### src/rtl/aos_softreg_read_guard.sv
// Read guard between the host SoftReg port and the per-app SoftReg router.
// Keeps one outstanding read per app and answers the host with app data or ERR_DATA.
module aos_softreg_read_guard #(
    parameter int unsigned NUM_APPS       = 4,
    parameter int unsigned SEL_LSB        = 13,
    parameter int unsigned SEL_BITS       = 3,
    parameter int unsigned TIMEOUT_CYCLES = 1024,
    parameter logic [63:0] ERR_DATA       = 64'hDEAD_DEAD_DEAD_DEAD,
    parameter int unsigned ERR_CNT_BITS   = 2
) (
    input  logic                    clk,
    input  logic                    reset_n,
    input  logic [NUM_APPS-1:0]     app_enable,
    input  logic                    host_req_valid,
    input  logic                    host_req_is_write,
    input  logic [31:0]             host_req_addr,
    input  logic [63:0]             host_req_data,
    output logic                    fwd_req_valid,
    output logic                    fwd_req_is_write,
    output logic [31:0]             fwd_req_addr,
    output logic [63:0]             fwd_req_data,
    input  logic [NUM_APPS-1:0]     app_resp_valid,
    input  logic [NUM_APPS*64-1:0]  app_resp_data,
    output logic                    host_resp_valid,
    output logic [63:0]             host_resp_data,
    output logic [NUM_APPS-1:0]     app_busy,
    output logic [15:0]             timeout_count,
    output logic [15:0]             drop_count
);

    localparam int unsigned IDX_W = (NUM_APPS > 1) ? $clog2(NUM_APPS) : 1;
    localparam int unsigned TMR_W = $clog2(TIMEOUT_CYCLES + 1);
    localparam int unsigned EVT_W = 4;
    localparam logic [ERR_CNT_BITS-1:0] ERR_MAX = '1;

    typedef enum logic [1:0] {
        ST_IDLE = 2'd0,
        ST_WAIT = 2'd1,
        ST_RDY  = 2'd2
    } app_state_e;

    app_state_e              state_q [NUM_APPS];
    app_state_e              state_d [NUM_APPS];
    logic [TMR_W-1:0]        timer_q [NUM_APPS];
    logic [TMR_W-1:0]        timer_d [NUM_APPS];
    logic [63:0]             slot_q  [NUM_APPS];
    logic [63:0]             slot_d  [NUM_APPS];
    logic [ERR_CNT_BITS-1:0] err_cnt_q, err_cnt_d;
    logic [IDX_W-1:0]        rr_q, rr_d;
    logic                    fwd_valid_q, fwd_valid_d;
    logic                    fwd_write_q, fwd_write_d;
    logic [31:0]             fwd_addr_q, fwd_addr_d;
    logic [63:0]             fwd_data_q, fwd_data_d;
    logic                    resp_valid_q, resp_valid_d;
    logic [63:0]             resp_data_q, resp_data_d;
    logic [NUM_APPS-1:0]     busy_q, busy_d;
    logic [15:0]             tmo_cnt_q, tmo_cnt_d;
    logic [15:0]             drop_cnt_q, drop_cnt_d;

    logic [SEL_BITS-1:0]     sel;
    logic                    sel_ok;
    logic [IDX_W-1:0]        sel_idx;
    logic                    rd_fwd, wr_drop, err_inc, err_dec;
    logic                    grant_any;
    logic [IDX_W-1:0]        grant_idx, rot;
    logic [EVT_W-1:0]        drop_evts, tmo_evts;
    logic [16:0]             drop_sum, tmo_sum;

    // Next-state for request decode, arbitration, per-app slots and counters
    always_comb begin
        sel         = host_req_addr[SEL_LSB +: SEL_BITS];
        sel_ok      = 1'b0;
        sel_idx     = '0;
        grant_any   = 1'b0;
        grant_idx   = '0;
        rot         = '0;
        drop_evts   = '0;
        tmo_evts    = '0;
        err_cnt_d   = err_cnt_q;
        rr_d        = rr_q;
        fwd_valid_d = 1'b0;
        fwd_write_d = fwd_write_q;
        fwd_addr_d  = fwd_addr_q;
        fwd_data_d  = fwd_data_q;
        resp_valid_d = 1'b0;
        resp_data_d = resp_data_q;
        busy_d      = '0;

        // Full select field is compared, so out-of-range indices never match
        for (int i = 0; i < NUM_APPS; i++) begin
            if (sel == SEL_BITS'(i)) begin
                sel_ok  = app_enable[i];
                sel_idx = IDX_W'(i);
            end
        end

        rd_fwd  = host_req_valid && !host_req_is_write && sel_ok && (state_q[sel_idx] == ST_IDLE);
        wr_drop = host_req_valid && host_req_is_write && !sel_ok;
        err_inc = host_req_valid && !host_req_is_write && !rd_fwd;
        err_dec = (err_cnt_q != '0);

        if ((host_req_valid && host_req_is_write && sel_ok) || rd_fwd) begin
            fwd_valid_d = 1'b1;
            fwd_write_d = host_req_is_write;
            fwd_addr_d  = host_req_addr;
            fwd_data_d  = host_req_data;
        end
        if (wr_drop) begin
            drop_evts = drop_evts + EVT_W'(1);
        end

        // Round-robin search starting after the last granted slot
        for (int unsigned k = 1; k <= NUM_APPS; k++) begin
            rot = IDX_W'((32'(rr_q) + k) % NUM_APPS);
            if (!grant_any && state_q[rot] == ST_RDY) begin
                grant_any = 1'b1;
                grant_idx = rot;
            end
        end

        if (err_dec) begin
            resp_valid_d = 1'b1;
            resp_data_d  = ERR_DATA;
        end else if (grant_any) begin
            resp_valid_d = 1'b1;
            resp_data_d  = slot_q[grant_idx];
            rr_d         = grant_idx;
        end

        if (err_inc && !err_dec) begin
            if (err_cnt_q == ERR_MAX) begin
                drop_evts = drop_evts + EVT_W'(1);
            end else begin
                err_cnt_d = err_cnt_q + ERR_CNT_BITS'(1);
            end
        end else if (!err_inc && err_dec) begin
            err_cnt_d = err_cnt_q - ERR_CNT_BITS'(1);
        end

        for (int i = 0; i < NUM_APPS; i++) begin
            state_d[i] = state_q[i];
            timer_d[i] = timer_q[i];
            slot_d[i]  = slot_q[i];
            unique case (state_q[i])
                ST_IDLE: begin
                    if (rd_fwd && sel_idx == IDX_W'(i)) begin
                        state_d[i] = ST_WAIT;
                        timer_d[i] = TMR_W'(TIMEOUT_CYCLES);
                    end
                end
                ST_WAIT: begin
                    if (app_resp_valid[i]) begin
                        state_d[i] = ST_RDY;
                        slot_d[i]  = app_resp_data[64*i +: 64];
                    end else if (!app_enable[i]) begin
                        state_d[i] = ST_RDY;
                        slot_d[i]  = ERR_DATA;
                    end else if (timer_q[i] == TMR_W'(1)) begin
                        state_d[i] = ST_RDY;
                        slot_d[i]  = ERR_DATA;
                        tmo_evts   = tmo_evts + EVT_W'(1);
                    end else begin
                        timer_d[i] = timer_q[i] - TMR_W'(1);
                    end
                end
                ST_RDY: begin
                    if (!err_dec && grant_any && grant_idx == IDX_W'(i)) begin
                        state_d[i] = ST_IDLE;
                    end
                end
                default: state_d[i] = ST_IDLE;
            endcase
            if (app_resp_valid[i] && state_q[i] != ST_WAIT) begin
                drop_evts = drop_evts + EVT_W'(1);
            end
            busy_d[i] = (state_d[i] != ST_IDLE);
        end

        drop_sum   = {1'b0, drop_cnt_q} + 17'(drop_evts);
        drop_cnt_d = drop_sum[16] ? 16'hFFFF : drop_sum[15:0];
        tmo_sum    = {1'b0, tmo_cnt_q} + 17'(tmo_evts);
        tmo_cnt_d  = tmo_sum[16] ? 16'hFFFF : tmo_sum[15:0];
    end

    always_ff @(posedge clk or negedge reset_n) begin
        if (!reset_n) begin
            for (int i = 0; i < NUM_APPS; i++) begin
                state_q[i] <= ST_IDLE;
                timer_q[i] <= '0;
                slot_q[i]  <= '0;
            end
            err_cnt_q    <= '0;
            rr_q         <= '0;
            fwd_valid_q  <= 1'b0;
            fwd_write_q  <= 1'b0;
            fwd_addr_q   <= '0;
            fwd_data_q   <= '0;
            resp_valid_q <= 1'b0;
            resp_data_q  <= '0;
            busy_q       <= '0;
            tmo_cnt_q    <= '0;
            drop_cnt_q   <= '0;
        end else begin
            for (int i = 0; i < NUM_APPS; i++) begin
                state_q[i] <= state_d[i];
                timer_q[i] <= timer_d[i];
                slot_q[i]  <= slot_d[i];
            end
            err_cnt_q    <= err_cnt_d;
            rr_q         <= rr_d;
            fwd_valid_q  <= fwd_valid_d;
            fwd_write_q  <= fwd_write_d;
            fwd_addr_q   <= fwd_addr_d;
            fwd_data_q   <= fwd_data_d;
            resp_valid_q <= resp_valid_d;
            resp_data_q  <= resp_data_d;
            busy_q       <= busy_d;
            tmo_cnt_q    <= tmo_cnt_d;
            drop_cnt_q   <= drop_cnt_d;
        end
    end

    assign fwd_req_valid    = fwd_valid_q;
    assign fwd_req_is_write = fwd_write_q;
    assign fwd_req_addr     = fwd_addr_q;
    assign fwd_req_data     = fwd_data_q;
    assign host_resp_valid  = resp_valid_q;
    assign host_resp_data   = resp_data_q;
    assign app_busy         = busy_q;
    assign timeout_count    = tmo_cnt_q;
    assign drop_count       = drop_cnt_q;

endmodule
### config.mk
export PLATFORM = sky130hd
export DESIGN_NAME = aos_softreg_read_guard
export DESIGN_NICKNAME = d
export VERILOG_FILES = /design/src/rtl/aos_softreg_read_guard.sv
export SDC_FILE = /design/constraint.sdc
export NUM_CORES = 1
export LEC_CHECK = 0
export CORE_MARGIN = 4
export CORE_UTILIZATION = 40
export DETAILED_ROUTE_END_ITERATION = 10
export PLACE_DENSITY = 0.68
export SETUP_SLACK_MARGIN = 0.3
export SLEW_MARGIN = 20
export SYNTH_ARGS = -nofsm -noshare
export SYNTH_HDL_FRONTEND = slang
export SYNTH_SLANG_ARGS = --single-unit
export TNS_END_PERCENT = 50
### constraint.sdc
create_clock -name clk -period 6.9 [get_ports clk]
set_clock_uncertainty 0.05 [all_clocks]
set_input_delay 2.07 -clock clk [delete_from_list [all_inputs] [get_ports clk]]
set_output_delay 2.07 -clock clk [all_outputs]
set_load 0.01 [all_outputs]
==> summary.md <==
| Metric | Value |
|---|---|
| Share of layout cells above drive strength 1 | 12.4% |
| Final routed DRC violation total | 0 |
| Power Dens Cells | 413 nW/um^2 |
| Top sig layer | met5 |
| Standard cell with the maximum stage delay on the critical path | mux4_2 |
| DRT iter0 DRCs | 1262 |
| Count of maximum capacitance violations | 0 |
| Critical path required time | 7.33 ns |
| Placed wire-length estimate | 53400 um |
| Detail Route met3 WL | 6340 um |
| Warnings, synthesis | 0 |
| Row cnt | 85 |
| Metal1 wirelength | 30700 um |
| TritonCTS Sinks | 511 |
| Synthesized flop and latch total | 511 |
| Via/cell ratio | 5.62 |
| Tcrit/Tclk final | 92.7% |
| Detailed-routing iteration count for the pre-antenna-repair pass | 5 |
| Sequential cell fraction of total power | 35.6% |
| Area of the mapped netlist | 22100 um^2 |
| TritonCTS clock tree | done |
| Most repeated library cell on the critical path | ha_1 |
| Synth-to-Final Area Change | 39.9% |
| Detailed-route wire length | 77900 um |
| Avg Synthesized Cell Area | 11.3 um^2 |
| Number of global-route vias before repair | 19462 |
| Total setup violations reported at the end of the flow | 0 |
| H-tree level count | 2 |
| Number of buffers created by CTS | 55 |
| Switching power summed over all nets | 4530 uW |
| Internal power consumption | 8210 uW |
| Synthesized instance count | 1954 |
| Top library cells by usage in the layout, fill and taps aside | 556 x clkdlybuf4s50_1, 511 x dfrtp_1, 334 x nand2_1 |
| Routed wire length per instance | 23.8 um |
| Remaining max-slew budget at the tightest pin | 23.6% |
| Most frequent standard cell in the layout excluding fill and tap cells | clkdlybuf4s50_1 |
| Worst Setup End Kind | register |
| Number of hold-repair buffers added at the cts stage | 0 |
| Final hold violations | 0 |
| Number of antenna violations at the first check in global routing | 25 |
| Number of flops mapped to enable cells by yosys | 0 |
| Min Tclk post-route | 6.39 ns |
| Proportion of register bits with asynchronous set or reset after synthesis | 100% |
| Routed via count | 18413 |
| Combinational share of power | 39.4% |
| Peak fanout along the critical path | 5 |
| Startpoint type of the worst setup path | input port |
| Floorplan Core Area | 54200 um^2 |
| Biggest area consumer among synthesized cells | dfrtp_1 |
| Number of nets still failing antenna checks after routing | 0 |
| Nets@finish | 2905 |
| Switching fraction of total power | 35.6% |
| Area enclosed by the die boundary | 59000 um^2 |
| Buffering stage count on the worst path with inverters included | 2 |
| Share of the synthesized area in the top cell type | 58.0% |
| Slew Limit Fails | 0 |
| Wire length of the first global-routing pass | 118000 um |
| Total cell area at the placement stage | 28700 um^2 |
| Largest cells by area after synthesis | dfrtp_1 58%, o22a_1 8.5%, nand2_1 5.8% |
| Sum of met2 wire segment lengths after detailed routing | 38500 um |
| Setup repair after global routing missed its margin | no |
| Top_reg_cell synth | dfrtp_1 |
| Clock root buffer | clkbuf_16 |
| Clock latency of the later-clocked register in the worst-skew pair | 0.60 ns |
| Maximum number of pins on one net before global-route repair | 166 |
| Arrival time at the worst endpoint | 6.82 ns |
| Final Total Pwr | 12700 uW |
| Die width | 243 um |
| Total routing resource utilization after global routing | 25.3% |
| I/O Pins | 563 |
| Number of distinct library cells after synthesis | 63 |
| IO buf count | 562 |
| Maximum single-stage delay on the critical path | 0.51 ns |
| Portion of total power attributed to the clock network | 25.1% |
| Critical path start-end classification | in2reg |
| Height of the chip | 243 um |
| Starting utilization of the core area | 40.7% |
| Sequential cell area fraction in the yosys report | 58.0% |
| Result of the run | finished clean |
| Measured slew at the worst slew-check pin | 1.15 ns |
| Min-delay worst type | reg2reg |
| Reg2reg setup slack | 1.24 ns |
| Finished Cell Area | 30900 um^2 |
| Syn nets | 2343 |
| Gpl congestion | 0.889 |
| Leak Pwr | 0.0130 uW |
| Longest Clk Path Bufs | 3 |
| Final global-route overflow total | 0 |
| Top delay family on crit path | adder cells |
| Max Clk Rate | 156 MHz |
| Clock input transition at the sequential cells of the worst setup and hold paths | 0.06 ns |
| IR drop worst, VDD | 0.340 mV |
==> cell families after synthesis <==
family / after synthesis / share of synthesized area (%)
compound gates: 446 / 16.2
xor+xnor: 60 / 2.45
fa+ha+maj: 25 / 1.49
buf+inv: 155 / 2.74
flops: 511 / 58.0
mux: 104 / 5.36
simple gates: 653 / 13.7
==> timing repair <==
action,4_1_cts,5_1_grt
pin swaps,2,10
gates resized for setup,4,18
buffers inserted,2,2
cloned,0,1
setup endpoints to repair,16,16
==> stage by stage <==
step | setup TNS (ns) | setup slack [ns] | std cells | util, % | hold WS (ns)
global route | 0 | 0.318 | 3274 | 56.9 | 0.435
CTS | 0 | 0.301 | 3255 | 56.7 | 0.420
finish | 0 | 0.506 | 3277 | 56.9 | 0.421
floorplan | 0 | 0.227 | 1954 | - | 0.389
detailed placement | -6.61 | -0.508 | 3150 | 53.0 | 0.406
global placement | -5.75 | -0.439 | 3150 | 53.0 | 0.398
==> worst register-to-register path, cell delays in order, from the launching register on <==
cell and delay [ns]:
dfrtp_1 0.38, or4_1 0.60, nor4b_1 0.43, nand3b_1 0.34, nor3_1 0.52, ha_1 0.32, mux2_2 0.30, ha_1 0.30
mux2_2 0.28, ha_1 0.28, mux2_2 0.15, inv_1 0.05, fa_1 0.42, nor2b_1 0.17, o21ai_0 0.12, nor2b_1 0.15
or3_1 0.55, o21ai_0 0.16
==> sequential cells by signal, summed over array words and instances (netlist names) <==
register and count:
app_busy 4, drop_count 16, rr_q 2, host_resp_data 64
state_q 8, fwd_req_is_write 1, fwd_req_valid 1, timer_q 44
fwd_req_addr 32, fwd_req_data 64, host_resp_valid 1, err_cnt_q 2
slot_q 256, timeout_count 16
==> layer usage <==
layer / track usage (%) / vias to the layer above
li1: - / 8194
met1: 30.6 / 9355
met2: 43.3 / 716
met3: 7.38 / 134
met4: 9.05 / 14
met5: 0 / -
==> path summary, 6_finish.rpt <==
kind                                    startpoint                             end  cells after the start
min in group asynchronous                  reset_n  host_resp_data[11]$_DFFE_PN0P_                      1
max                                  app_enable[0]        drop_count[15]$_DFF_PN0_                     27
max in group asynchronous                  reset_n    fwd_req_addr[16]$_DFFE_PN0P_                      2
min reg2reg                slot_q[183]$_DFFE_PN0P_         slot_q[183]$_DFFE_PN0P_                      2
min                        slot_q[183]$_DFFE_PN0P_         slot_q[183]$_DFFE_PN0P_                      2
max reg2reg                timer_q[38]$_DFFE_PN0P_      timeout_count[3]$_DFF_PN0_                     17
==> synthesized netlist by cell type (3+ instances only) <==
library cell / n
buf_1: 6
a32o_1: 21
nor4_1: 10
nor2b_1: 23
a22o_1: 77
or4_1: 9
and2_1: 7
ha_1: 23
nand2_1: 338
or3_1: 10
o22a_1: 214
dfrtp_1: 511
clkbuf_1: 113
a31oi_1: 49
xnor2_1: 26
xor2_1: 33
nor3_1: 15
nand3b_1: 4
a21o_1: 4
inv_1: 29
nor2_1: 72
o31ai_1: 5
nand4_1: 6
and3_1: 55
buf_6: 3
a32oi_1: 3
inv_2: 3
o21ai_1: 3
a21oi_1: 13
mux2_2: 103
o21ai_0: 41
nand2b_1: 22
nand3_1: 65
==> layout make-up <==
cell class | count | area [um^2]
antenna | 19 | 47.5
clock buffer | 75 | 1580
clock inverter | 28 | 392
fill | 4592 | 23400
inverter | 33 | 124
multi-input combinational | 1289 | 8900
sequential | 511 | 12800
tap | 696 | 871
timing repair buffer | 626 | 6160
==> power by group through the flow <==
| stage | logic, uW | clock network (uW) | registers (uW) |
|---|---|---|---|
| after CTS | 5010 | 3260 | 4520 |
| after global routing | 5430 | 3380 | 4630 |
| after detailed placement | 4970 | 0 | 4560 |
| final | 5020 | 3200 | 4530 |
| after global placement | 4870 | 0 | 4510 |
| after floorplan | 2740 | 0 | 4570 |
No activity file was read; power rests on OpenSTA's default activity.
